### config.mk
export PLATFORM = sky130hd
export DESIGN_NAME = rom_dl_bridge
export DESIGN_NICKNAME = d
export VERILOG_FILES = /design/src/rtl/rom_dl_pkg.sv /design/src/rtl/dl_fifo.sv /design/src/rtl/rom_dl_bridge.sv
export SDC_FILE = /design/constraint.sdc
export NUM_CORES = 1
export LEC_CHECK = 0
export ABC_AREA = 1
export BUFFER_PORTS_ARGS = -buffer_cell sky130_fd_sc_hd__buf_2
export CORE_AREA = 3 3 141 143
export CTS_CLUSTER_DIAMETER = 80
export DETAILED_ROUTE_END_ITERATION = 10
export DIE_AREA = 0 0 144 146
export PLACE_DENSITY = 0.66
export REMOVE_ABC_BUFFERS = 1
export SLEW_MARGIN = 20
export SYNTH_ARGS = -nofsm -noshare
export SYNTH_HDL_FRONTEND = slang
export SYNTH_SLANG_ARGS = --single-unit
### constraint.sdc
create_clock -name clk_sd -period 6.2 [get_ports clk_sd]
set_input_delay 1.55 -clock clk_sd [delete_from_list [all_inputs] [get_ports clk_sd]]
set_output_delay 1.55 -clock clk_sd [all_outputs]
set_load 0.005 [all_outputs]
### src/rtl/rom_dl_pkg.sv
// Shared types and defaults for the ROM download bridge.
package rom_dl_pkg;

   localparam logic [24:0] SP_BASE_DEF = 25'h10000;
   localparam logic [24:0] SP_SIZE_DEF = 25'h0C000;

   typedef struct packed {
      logic [24:0] addr;
      logic [7:0]  data;
   } dl_entry_t;

   typedef enum logic {
      IDLE = 1'b0,
      WAIT = 1'b1
   } dl_state_t;

   function automatic logic in_region(input logic [24:0] a,
                                      input logic [24:0] base,
                                      input logic [24:0] size);
      return (a >= base) && (a < (base + size));
   endfunction

endpackage

### src/rtl/dl_fifo.sv
// Small synchronous FIFO of download entries; a pop frees a slot for a push
// arriving in the same cycle even when full.
module dl_fifo
   import rom_dl_pkg::*;
#(
   parameter int AW = 2
) (
   input  logic      clk,
   input  logic      reset_n,
   input  logic      push,
   input  dl_entry_t push_data,
   input  logic      pop,
   output dl_entry_t pop_data,
   output logic      full,
   output logic      empty
);

   localparam int DEPTH = 1 << AW;

   dl_entry_t       mem [DEPTH];
   logic [AW-1:0]   wptr;
   logic [AW-1:0]   rptr;
   logic [AW:0]     count;
   logic            do_push;
   logic            do_pop;

   assign full     = (count == (AW+1)'(DEPTH));
   assign empty    = (count == '0);
   assign do_pop   = pop & ~empty;
   assign do_push  = push & (~full | do_pop);
   assign pop_data = mem[rptr];

   always_ff @(posedge clk) begin
      if (!reset_n) begin
         wptr  <= '0;
         rptr  <= '0;
         count <= '0;
      end else begin
         if (do_push) wptr <= wptr + AW'(1);
         if (do_pop)  rptr <= rptr + AW'(1);
         count <= count + (AW+1)'(do_push) - (AW+1)'(do_pop);
      end
   end

   always_ff @(posedge clk) begin
      if (do_push) mem[wptr] <= push_data;
   end

endmodule

### src/rtl/rom_dl_bridge.sv
// Buffers ioctl download bytes and commits them to the sdram ports with
// toggle req/ack handshakes. Optional DL_CHECKSUM_EN adds the dl_sum output.
//
//   state | meaning
//   IDLE  | no write outstanding; pops the next buffered entry if any
//   WAIT  | write issued; holding a/ds/d until every issued port acks
module rom_dl_bridge
   import rom_dl_pkg::*;
#(
   parameter logic [24:0] SP_BASE = SP_BASE_DEF,
   parameter logic [24:0] SP_SIZE = SP_SIZE_DEF,
   parameter int          FIFO_AW = 2
) (
   input  logic        clk_sd,
   input  logic        reset_n,
   input  logic        ioctl_downl,
   input  logic        ioctl_wr,
   input  logic [24:0] ioctl_addr,
   input  logic [7:0]  ioctl_dout,
   output logic        port1_req,
   input  logic        port1_ack,
   output logic [22:0] port1_a,
   output logic [1:0]  port1_ds,
   output logic [15:0] port1_d,
   output logic        port2_req,
   input  logic        port2_ack,
   output logic [22:0] port2_a,
   output logic [1:0]  port2_ds,
   output logic [15:0] port2_d,
   output logic        port_we,
   output logic        rom_loaded,
   output logic        dl_overflow
`ifdef DL_CHECKSUM_EN
   ,
   output logic [15:0] dl_sum
`endif
);

   dl_state_t   state;
   dl_state_t   state_next;
   dl_entry_t   push_ent;
   dl_entry_t   pop_ent;
   logic        wr_q;
   logic        downl_q;
   logic        downl_rise;
   logic        seen_dl;
   logic        p2_pend;
   logic        push;
   logic        pop;
   logic        full;
   logic        empty;
   logic        hit;
   logic        p1_done;
   logic        p2_done;
   logic [23:0] off;

   assign downl_rise = ioctl_downl & ~downl_q;
   assign push       = ioctl_wr & ~wr_q & ioctl_downl;
   assign push_ent   = '{addr: ioctl_addr, data: ioctl_dout};
   assign hit        = in_region(pop_ent.addr, SP_BASE, SP_SIZE);
   // Offset only needs 24 bits; the region test above uses the full address.
   assign off        = pop_ent.addr[23:0] - SP_BASE[23:0];
   assign p1_done    = (port1_ack == port1_req);
   assign p2_done    = ~p2_pend | (port2_ack == port2_req);
   assign port_we    = ioctl_downl;

   dl_fifo #(.AW(FIFO_AW)) u_fifo (
      .clk       (clk_sd),
      .reset_n   (reset_n),
      .push      (push),
      .push_data (push_ent),
      .pop       (pop),
      .pop_data  (pop_ent),
      .full      (full),
      .empty     (empty)
   );

   always_comb begin
      state_next = state;
      pop        = 1'b0;
      case (state)
         IDLE: begin
            if (!empty) begin
               pop        = 1'b1;
               state_next = WAIT;
            end
         end
         WAIT: begin
            if (p1_done && p2_done) state_next = IDLE;
         end
         default: state_next = IDLE;
      endcase
   end

   always_ff @(posedge clk_sd) begin
      if (!reset_n) begin
         state       <= IDLE;
         wr_q        <= 1'b0;
         downl_q     <= 1'b0;
         seen_dl     <= 1'b0;
         p2_pend     <= 1'b0;
         port1_req   <= port1_ack;
         port2_req   <= port2_ack;
         port1_a     <= '0;
         port1_ds    <= '0;
         port1_d     <= '0;
         port2_a     <= '0;
         port2_ds    <= '0;
         port2_d     <= '0;
         rom_loaded  <= 1'b0;
         dl_overflow <= 1'b0;
      end else begin
         state   <= state_next;
         wr_q    <= ioctl_wr;
         downl_q <= ioctl_downl;
         if (ioctl_downl) seen_dl <= 1'b1;

         if (downl_rise)            dl_overflow <= 1'b0;
         if (push && full && !pop)  dl_overflow <= 1'b1;

         if (downl_rise)
            rom_loaded <= 1'b0;
         else if (!ioctl_downl && seen_dl && empty && state == IDLE)
            rom_loaded <= 1'b1;

         if (pop) begin
            port1_a   <= pop_ent.addr[23:1];
            port1_ds  <= {pop_ent.addr[0], ~pop_ent.addr[0]};
            port1_d   <= {pop_ent.data, pop_ent.data};
            port1_req <= ~port1_req;
            p2_pend   <= hit;
            if (hit) begin
               port2_a   <= {off[23:16], off[13:0], off[15]};
               port2_ds  <= {off[14], ~off[14]};
               port2_d   <= {pop_ent.data, pop_ent.data};
               port2_req <= ~port2_req;
            end
         end
      end
   end

`ifdef DL_CHECKSUM_EN
   always_ff @(posedge clk_sd) begin
      if (!reset_n)
         dl_sum <= '0;
      else if (downl_rise)
         dl_sum <= pop ? {8'h00, pop_ent.data} : 16'h0000;
      else if (pop)
         dl_sum <= dl_sum + {8'h00, pop_ent.data};
   end
`endif

endmodule

Yosys cells after proc, flatten, opt, wreduce, memory -nomap -nowiden
Memory sizes are Yosys's and may differ from the RTL's. A register that Yosys moved wholly into a read port is not among the register bits.
Cells that the tools add are included.
{ "op_classes": {"n_addsub": 5, "mul": 0, "div": 0, "magnitude_cmp": 2, "eq_ne": 5, "shifts": 0, "mux": 15, "bitwise": 18, "n_reduce_logical": 14} }
{ "ops": {"columns": ["op", "count"], "rows": [
  ["25-bit by 17-bit >= comparator with 1-bit output (second input constant)", 1],
  ["25-bit by 17-bit < comparator with 1-bit output (second input constant)", 1],
  ["24-bit by 17-bit subtractor with 24-bit output (second input constant)", 1],
  ["1-bit two-way mux", 12],
  ["1-bit inverter", 11],
  ["1-bit logical AND", 7],
  ["1-bit AND", 5],
  ["2-bit by 1-bit adder with 2-bit output (second input constant)", 2],
  ["2-bit two-way mux", 2],
  ["2-bit by 1-bit inequality test with 1-bit output (second input constant)", 2],
  ["2-bit AND reduction", 2],
  ["3-bit by 1-bit adder with 3-bit output", 1],
  ["3-bit == test (second input constant)", 1],
  ["3-bit zero test", 1],
  ["3-bit by 1-bit subtractor with 3-bit output", 1],
  ["1-bit == test", 2],
  ["1-bit zero test", 2],
  ["1-bit bitwise OR", 2],
  ["1-bit one-hot mux with 2 select lines", 1],
  ["2-bit nonzero test", 1],
  ["2-bit OR reduction", 1]
]} }
{ "totals": {"reg_bits": 98, "latch_bits": 0, "mem_bits_rw": 132, "romBits": 0, "inputBits": 39, "out_inout_bits": 87, "elab_cells": 78, "mem_count": 1} }
{ "mem_list": {"columns": ["memory", "words", "word_bits", "read_ports", "rd_clocked_by_memory_dff", "wr", "line_no", "rtl"], "rows": [
  ["u_fifo.mem", 4, 33, 1, 1, 1, "dl_fifo.sv:20", "dl_entry_t mem [DEPTH];"]
]} }

Depth between registers and ports, before layout
Gate-level depths: netlist (run 1).
{ "depth": {"depth_word": 8, "depth_mapped": 17, "mapped_depth_nobuf": 15} }

Hierarchy
A second synthesis (run 1) with hierarchy kept.
{ "hier_totals": {"cells_unflattened": 781, "hier_area_um2": 8509.4} }
{ "modules_own_cells": {"columns": ["module", "n_inst", "cells_each", "area_per_inst_um2", "seq_area_each_um2"], "rows": [
  ["dl_fifo", 1, 388, 5434.0, 4144.0],
  ["rom_dl_bridge", 1, 393, 3075.4, 1521.5]
]} }

Worst setup path after synthesis (run 1)
OpenSTA, ideal clock, no wires.
{ "synth_timing": {"kind": "in2reg", "startpoint": "in ioctl_wr", "endpoint": "mem u_fifo.mem[0][0] in the netlist's numbering, enable pin", "setup_ns": 0.423, "arrival_ns": 3.280, "required_time_ns": 5.777, "slack_ns": 2.496, "path_stages": 4, "path_buffers": 0, "cell_sequence": "nand2_1 > nor2_1 > nand2_1 > nor2_1"} }
{ "synth_between": {"elab_chain_cells": 5} }
{ "synth_rtl": {"columns": ["element", "line_no", "rtl"], "rows": [
  ["start: declaration", "rom_dl_bridge.sv:17", "input logic ioctl_wr,"],
  ["1-bit AND (2 in a row)", "rom_dl_bridge.sv:58", "assign push = ioctl_wr & ~wr_q & ioctl_downl;"],
  ["1-bit AND", "dl_fifo.sv:30", "assign do_push = push & (~full | do_pop);"],
  ["1-bit two-way mux", "dl_fifo.sv:46", "if (do_push) mem[wptr] <= push_data;"],
  ["1-bit two-way mux (implied by the code)", "dl_fifo.sv:46", null],
  ["end: declaration", "dl_fifo.sv:20", null]
]} }
No other way between the ends.

==> run_results.csv, run 1 <==
group,metric,value,unit
global_route,grt_pass1_vias,5754,
power_and_ir_drop,totalPowerFinal,4.358,mW
worst_hold_path,hp-class,"reg2reg",
clock_network,cts_stage_hold_buffer_count,0,
routing,ant_nets,0,
finish,layout_commonest_cell,"nand2_1",
finish,layout.cells.most_common_list,"nand2_1, edfxtp_1, buf_2",
floorplan,placeable_core_area,0.01871,mm^2
sta,tightest_slew,1057,ps
power_and_ir_drop,power.ir.vdd_worst,0.3137,mV
finish,area.growth.synth_to_final,17.03,%
finish,layoutNonFillerInstCount,1185,
sta,final.setup.tns,0,ps
status,run_status,"finished clean",
floorplan,io-pin-count,126,
clock_network,cts_tree,"yes",
power_and_ir_drop,p_leak,4.261,nW
logic_synthesis,synth_seq_area_share,66.25,%
clock_network,clock-root-buffer,"clkbuf_16",
floorplan,die-height,146,um
clock_network,clockBufferDepth,3,
logic_synthesis,syn-cell-area,0.008552,mm^2
critical_path,worst-setup-path-type,"reg2reg",
placement,dpl.cell_count,1142,
power_and_ir_drop,powerDensity,435.4,mW/mm^2
sta,final_max_slew_viol_count,0,
sta,fin_crit,3592,ps
global_route,grt_first_pass_wirelength,30750,um
critical_path,data_required_critical_path,6400,ps
placement,port-buffer-count,125,
sta,setup_violating_endpoint_count_in_the_final_report,0,
critical_path,crit_fanout,66,
logic_synthesis,synthDistinctLibCells,29,
routing,drt_total_wl,19450,um
routing,drt-pass1-iter-count,5,
job,max_cap_viol_count,0,
finish,cell_area_after_layout,0.01001,mm^2
logic_synthesis,postSynthAreaPerCell,10.19,um^2
routing,initialDrtViolationCount,423,
floorplan,die_width,144,um
sta,hold_viol,0,
clock_network,cts-htree-levels,1,
global_route,globalRouteOverflowTotal,0,
critical_path,crit_path_end_kind,"flip-flop",
routing,overall_via_count_from_detail_route,6112,
floorplan,core.rowCount,50,
sta,max_freq,0.2784,GHz
clock_network,numCtsBuffers,23,
logic_synthesis,synthesis.yosys.warnings,0,
sta,hold-worst-slack,444.3,ps
floorplan,floorplan.die_area,0.02102,mm^2
finish,layout.nets,983,
sta,timing.final.crit_share,57.93,%
clock_network,path_clk_slew,60,ps
sta,worst_clock_skew,11.54,ps
placement,placement.cell_area,0.009193,mm^2
global_route,antenna_found_initial,1,
clock_network,insertion_delay,500,ps
logic_synthesis,netlist_instances,839,
finish,post_route_cells_drive_above_1_share,18.74,%
global_route,grt_start_max_net_pins,67,
sta,slew-limit-headroom,29.39,%
logic_synthesis,postSynthRegisterBits,216,
critical_path,critPathArrivalTime,3790,ps
placement,place_congestion,0.7548,
clock_network,cts.sinks,216,
floorplan,floorplan.initialDensity,45.72,%
critical_path,worst_setup_path_start_kind,"flip-flop",
clock_network,post_cts_buffers,0,
sta,setup_repair_after_global_routing_missed_its_margin,"no",
routing,via_per_inst,5.158,
global_route,global_route.usage.total,18.41,%
routing,drt_drc_violations_left,0,
routing,avg_wl_per_cell,16.41,um
placement,dp_hpwl,11970,um
clock_network,cts.repair.resized,0,
==> worst paths after layout <==
check | startpoint | to | slack, ps | cells past startpoint
max reg2reg | flip-flop | port2_req | 2610 | 13
max | flip-flop | port2_req | 2610 | 13
min reg2reg | port2_a[20] | port2_a[20] | 440 | 2
min | port2_a[20] | port2_a[20] | 440 | 2
==> Yosys cell counts <==
cell type / number / area (um^2)
buf_4: 20 / 150.1
nor2_1: 65 / 244.0
ha_1: 8 / 100.1
a32oi_1: 1 / 8.760
buf_1: 2 / 7.510
clkinv_1: 1 / 3.750
inv_2: 4 / 15.01
edfxtp_1: 134 / 4024
dfxtp_1: 82 / 1642
nand3_1: 77 / 385.4
inv_1: 53 / 198.9
nor2_2: 1 / 6.260
nand2_1: 220 / 825.8
nor3_1: 1 / 5.000
fa_1: 1 / 20.02
or2_2: 1 / 6.260
xnor2_1: 2 / 17.52
clkbuf_1: 18 / 67.56
nand4_1: 30 / 187.7
o22ai_1: 8 / 50.05
o21bai_1: 1 / 7.510
and3_1: 1 / 6.260
buf_6: 3 / 33.78
o21ai_0: 60 / 300.3
o21ai_1: 2 / 10.01
xor2_1: 3 / 26.28
nand2_2: 2 / 12.51
buf_2: 19 / 95.09
a21oi_1: 19 / 95.09
==> stage by stage <==
stage	setup WS, ps	utilization (%)
finish	2608	53.51
global route	2160	53.51
CTS	2602	53.23
detailed placement	2570	49.14
global placement	2618	49.14
floorplan	2033	-
==> layout make-up <==
class	instances	area [um^2]
fillers	1639	8697
flip-flops and latches	216	5667
multi-input cells	503	2345
repair buffers	133	718.2
clock buffers	27	590.6
well taps	234	292.8
inverters	58	219.0
clock inverters	13	173.9
diodes	1	2.502
==> sequential cells by signal, summed over array words and instances (netlist names), 2 cells and up, named ones only <==
register      cells
u_fifo.mem      132
port2_a          23
port2_d           8
u_fifo.rptr       2
port2_ds          2
port1_a          23
port1_d           8
u_fifo.count      3
port1_ds          2
u_fifo.wptr       2
==> report_power, final <==
part           switching (mW)  internal, mW
Clock                   0.526         0.847
Combinational           0.866         0.368
Sequential             0.0740          1.68
==> cells by family after synthesis <==
logic type,after synthesis,synth area share [%]
XOR/XNOR,5,0.5122
flip-flops,216,66.25
adder cells (fa/ha/maj),9,1.405
AND/OR/NAND/NOR,398,19.63
AO/OA/AOI/OAI,91,5.516
buffers and inverters,120,6.686
==> per-layer routing <==
metal | vias to the layer above | global-route usage [%] | wire (um)
li1 | 3013 | - | -
met5 | - | 0 | 0
met3 | 39 | 2.925 | 1167
met2 | 191 | 29.52 | 9139
met4 | 0 | 5.461 | 435
met1 | 2869 | 25.89 | 8703
==> critical path, stage by stage (launching register included) <==
cell,delay (ps)
dfxtp_2,330
clkinv_2,660
a21oi_1,340
o21ai_0,110
nand2_1,160
ha_1,160
inv_1,50
nor2_1,90
nand2_1,50
nor2_1,80
nand2_1,50
nand2_1,400
nand2_2,570
nand2_1,200
Power figures use the tool's default switching activity.
==> run 2: changes to the inputs <==
==> constraint.sdc (replaced) <==
create_clock -name clk_sd -period 3.5 [get_ports clk_sd]
set_input_delay 0.875 -clock clk_sd [delete_from_list [all_inputs] [get_ports clk_sd]]
set_output_delay 0.875 -clock clk_sd [all_outputs]
set_load 0.005 [all_outputs]
==> run_results.csv, run 2 (synthesized netlist as in run 1, its figures left out) <==
group,metric,value,unit
clock_network,clock-root-buffer,"clkbuf_16",
sta,fin_crit,2797,ps
finish,fin_util,53.59,%
global_route,grt_pass1_vias,5690,
routing,drt_total_wl,19850,um
finish,area.growth.synth_to_final,17.21,%
sta,worst_clock_skew,10.16,ps
clock_network,insertion_delay,510,ps
finish,post_route_cells_drive_above_1_share,19.83,%
critical_path,crit_buf_inv,3,
sta,hold-worst-slack,448.6,ps
finish,max_flop_register,"u_fifo.mem",
critical_path,critical_path.cell_chain,"inv_2, buf_4, nand2_1, nand3_1, nand2_1, nand2_1, nor2_1, nand2_1, nor2_1, nand2_1, nand2_1, nand2_2, buf_4, nand3_1, nand2_1",
global_route,globalRouteOverflowTotal,0,
critical_path,timing.critical_path.mode_cell,"nand2_1",
critical_path,timing.critical_path.max_delay_family,"simple AND/OR/NAND/NOR gates",
routing,drt_drc_violations_left,0,
critical_path,data_required_critical_path,3950,ps
routing,overall_via_count_from_detail_route,6085,
floorplan,io-pin-count,126,
sta,setup_violating_endpoint_count_in_the_final_report,0,
clock_network,cts_stage_hold_buffer_count,0,
global_route,global_route.usage.total,18.51,%
floorplan,die-height,146,um
clock_network,cts.sinks,216,
sta,hold_viol,0,
status,run_status,"finished clean",
clock_network,post_cts_buffers,0,
clock_network,numCtsBuffers,22,
sta,setup_repair_after_global_routing_missed_its_margin,"no",
critical_path,crit_path_end_kind,"flip-flop",
placement,place_congestion,0.7695,
power_and_ir_drop,p_leak,4.290,nW
floorplan,floorplan.die_area,0.02102,mm^2
sta,slew-limit-headroom,38.31,%
job,max_cap_viol_count,0,
sta,final_max_slew_viol_count,0,
clock_network,cts-htree-levels,1,
clock_network,cts.repair.resized,0,
clock_network,cts_tree,"yes",
routing,initialDrtViolationCount,403,
finish,layout.nets,990,
global_route,antenna_found_initial,1,
sta,max_freq,0.3575,GHz
sta,tightest_slew,923.2,ps
floorplan,die_width,144,um
power_and_ir_drop,power.ir.vdd_worst,0.5395,mV
sta,timing.final.crit_share,79.93,%
routing,drt-pass1-iter-count,6,
global_route,grt_start_max_net_pins,78,
placement,dp_hpwl,12540,um
critical_path,cpPeakStageDelay,440,ps
routing,ant_nets,0,
finish,cell_area_after_layout,0.01002,mm^2
critical_path,critPathArrivalTime,3240,ps
placement,placement.cell_area,0.009293,mm^2
finish,reg_top3,"u_fifo.mem x132, port1_a x23, port2_a x23",
routing,avg_wl_per_cell,16.63,um
power_and_ir_drop,totalPowerFinal,7.693,mW
finish,largest_reg_flops,132,
finish,fill_cells,1642,
floorplan,core.rowCount,50,
clock_network,path_clk_slew,60,ps
routing,via_per_inst,5.101,
critical_path,worst_path_max_delay_cell,"inv_2",
finish,layout.cells.most_common_list,"nand2_1, edfxtp_1, buf_2",
power_and_ir_drop,powerDensity,767.5,mW/mm^2
finish,layout_commonest_cell,"nand2_1",
critical_path,crit_fanout,32,
worst_hold_path,hp-class,"reg2reg",
critical_path,worst_setup_path_start_kind,"flip-flop",
critical_path,worst-setup-path-type,"reg2reg",
placement,port-buffer-count,125,
clock_network,clockBufferDepth,3,
floorplan,floorplan.initialDensity,45.72,%
floorplan,placeable_core_area,0.01871,mm^2
global_route,grt_first_pass_wirelength,30820,um
## run 2: final cells by class
type,count,area (um^2),area share [%]
antenna,1,2.502,0.02497
clock buffer,30,625.6,6.241
clock inverter,10,102.6,1.024
inverter,58,217.7,2.172
multi-input combinational,503,2345,23.39
sequential,216,5667,56.53
tap,234,292.8,2.921
timing repair buffer,141,770.7,7.689
## run 2: worst paths after layout
path	start	endpoint	slack, ps	cells past startpoint
worst min-delay path	port2_a[15]	port2_a[15]	450	2
worst max register to register	flip-flop	port2_d[14]	700	15
worst max-delay path	flip-flop	port2_d[14]	700	15
worst min register to register	port2_a[15]	port2_a[15]	450	2
## run 2: stage by stage
| step | worst slack (ps) | cells | setup TNS (ps) |
|---|---|---|---|
| floorplan | -667.2 | 777 | -18310 |
| global placement | 784.1 | 1152 | 0 |
| detailed placement | 751.5 | 1152 | 0 |
| CTS | 737.5 | 1192 | 0 |
| global route | 441.8 | 1193 | 0 |
| finish | 702.5 | 1193 | 0 |
## run 2: routing by layer
metal	GRT usage [%]	up-vias	share of wire, %
met5	0	-	0
met4	5.556	0	2.0
met3	3.483	35	7.4
met2	29.54	220	46
met1	25.74	2811	45
li1	-	3019	-
## run 2: worst register-to-register path: stages, from the launching register on
cell and delay [ps]:
dfxtp_2 340, inv_2 440, buf_4 390, nand2_1 90, nand3_1 80, nand2_1 150
nand2_1 110, nor2_1 60, nand2_1 60, nor2_1 40, nand2_1 50, nand2_1 70
nand2_2 400, buf_4 290, nand3_1 100, nand2_1 80
## run 2: report_power, final
group | total [mW] | switching (mW) | internal [mW] | leakage [nW]
clock network | 2.32 | 0.924 | 1.40 | 0.363
logic | 2.26 | 1.56 | 0.700 | 2.04
registers | 3.11 | 0.138 | 2.97 | 1.89
total | 7.69 | 2.62 | 5.07 | 4.29
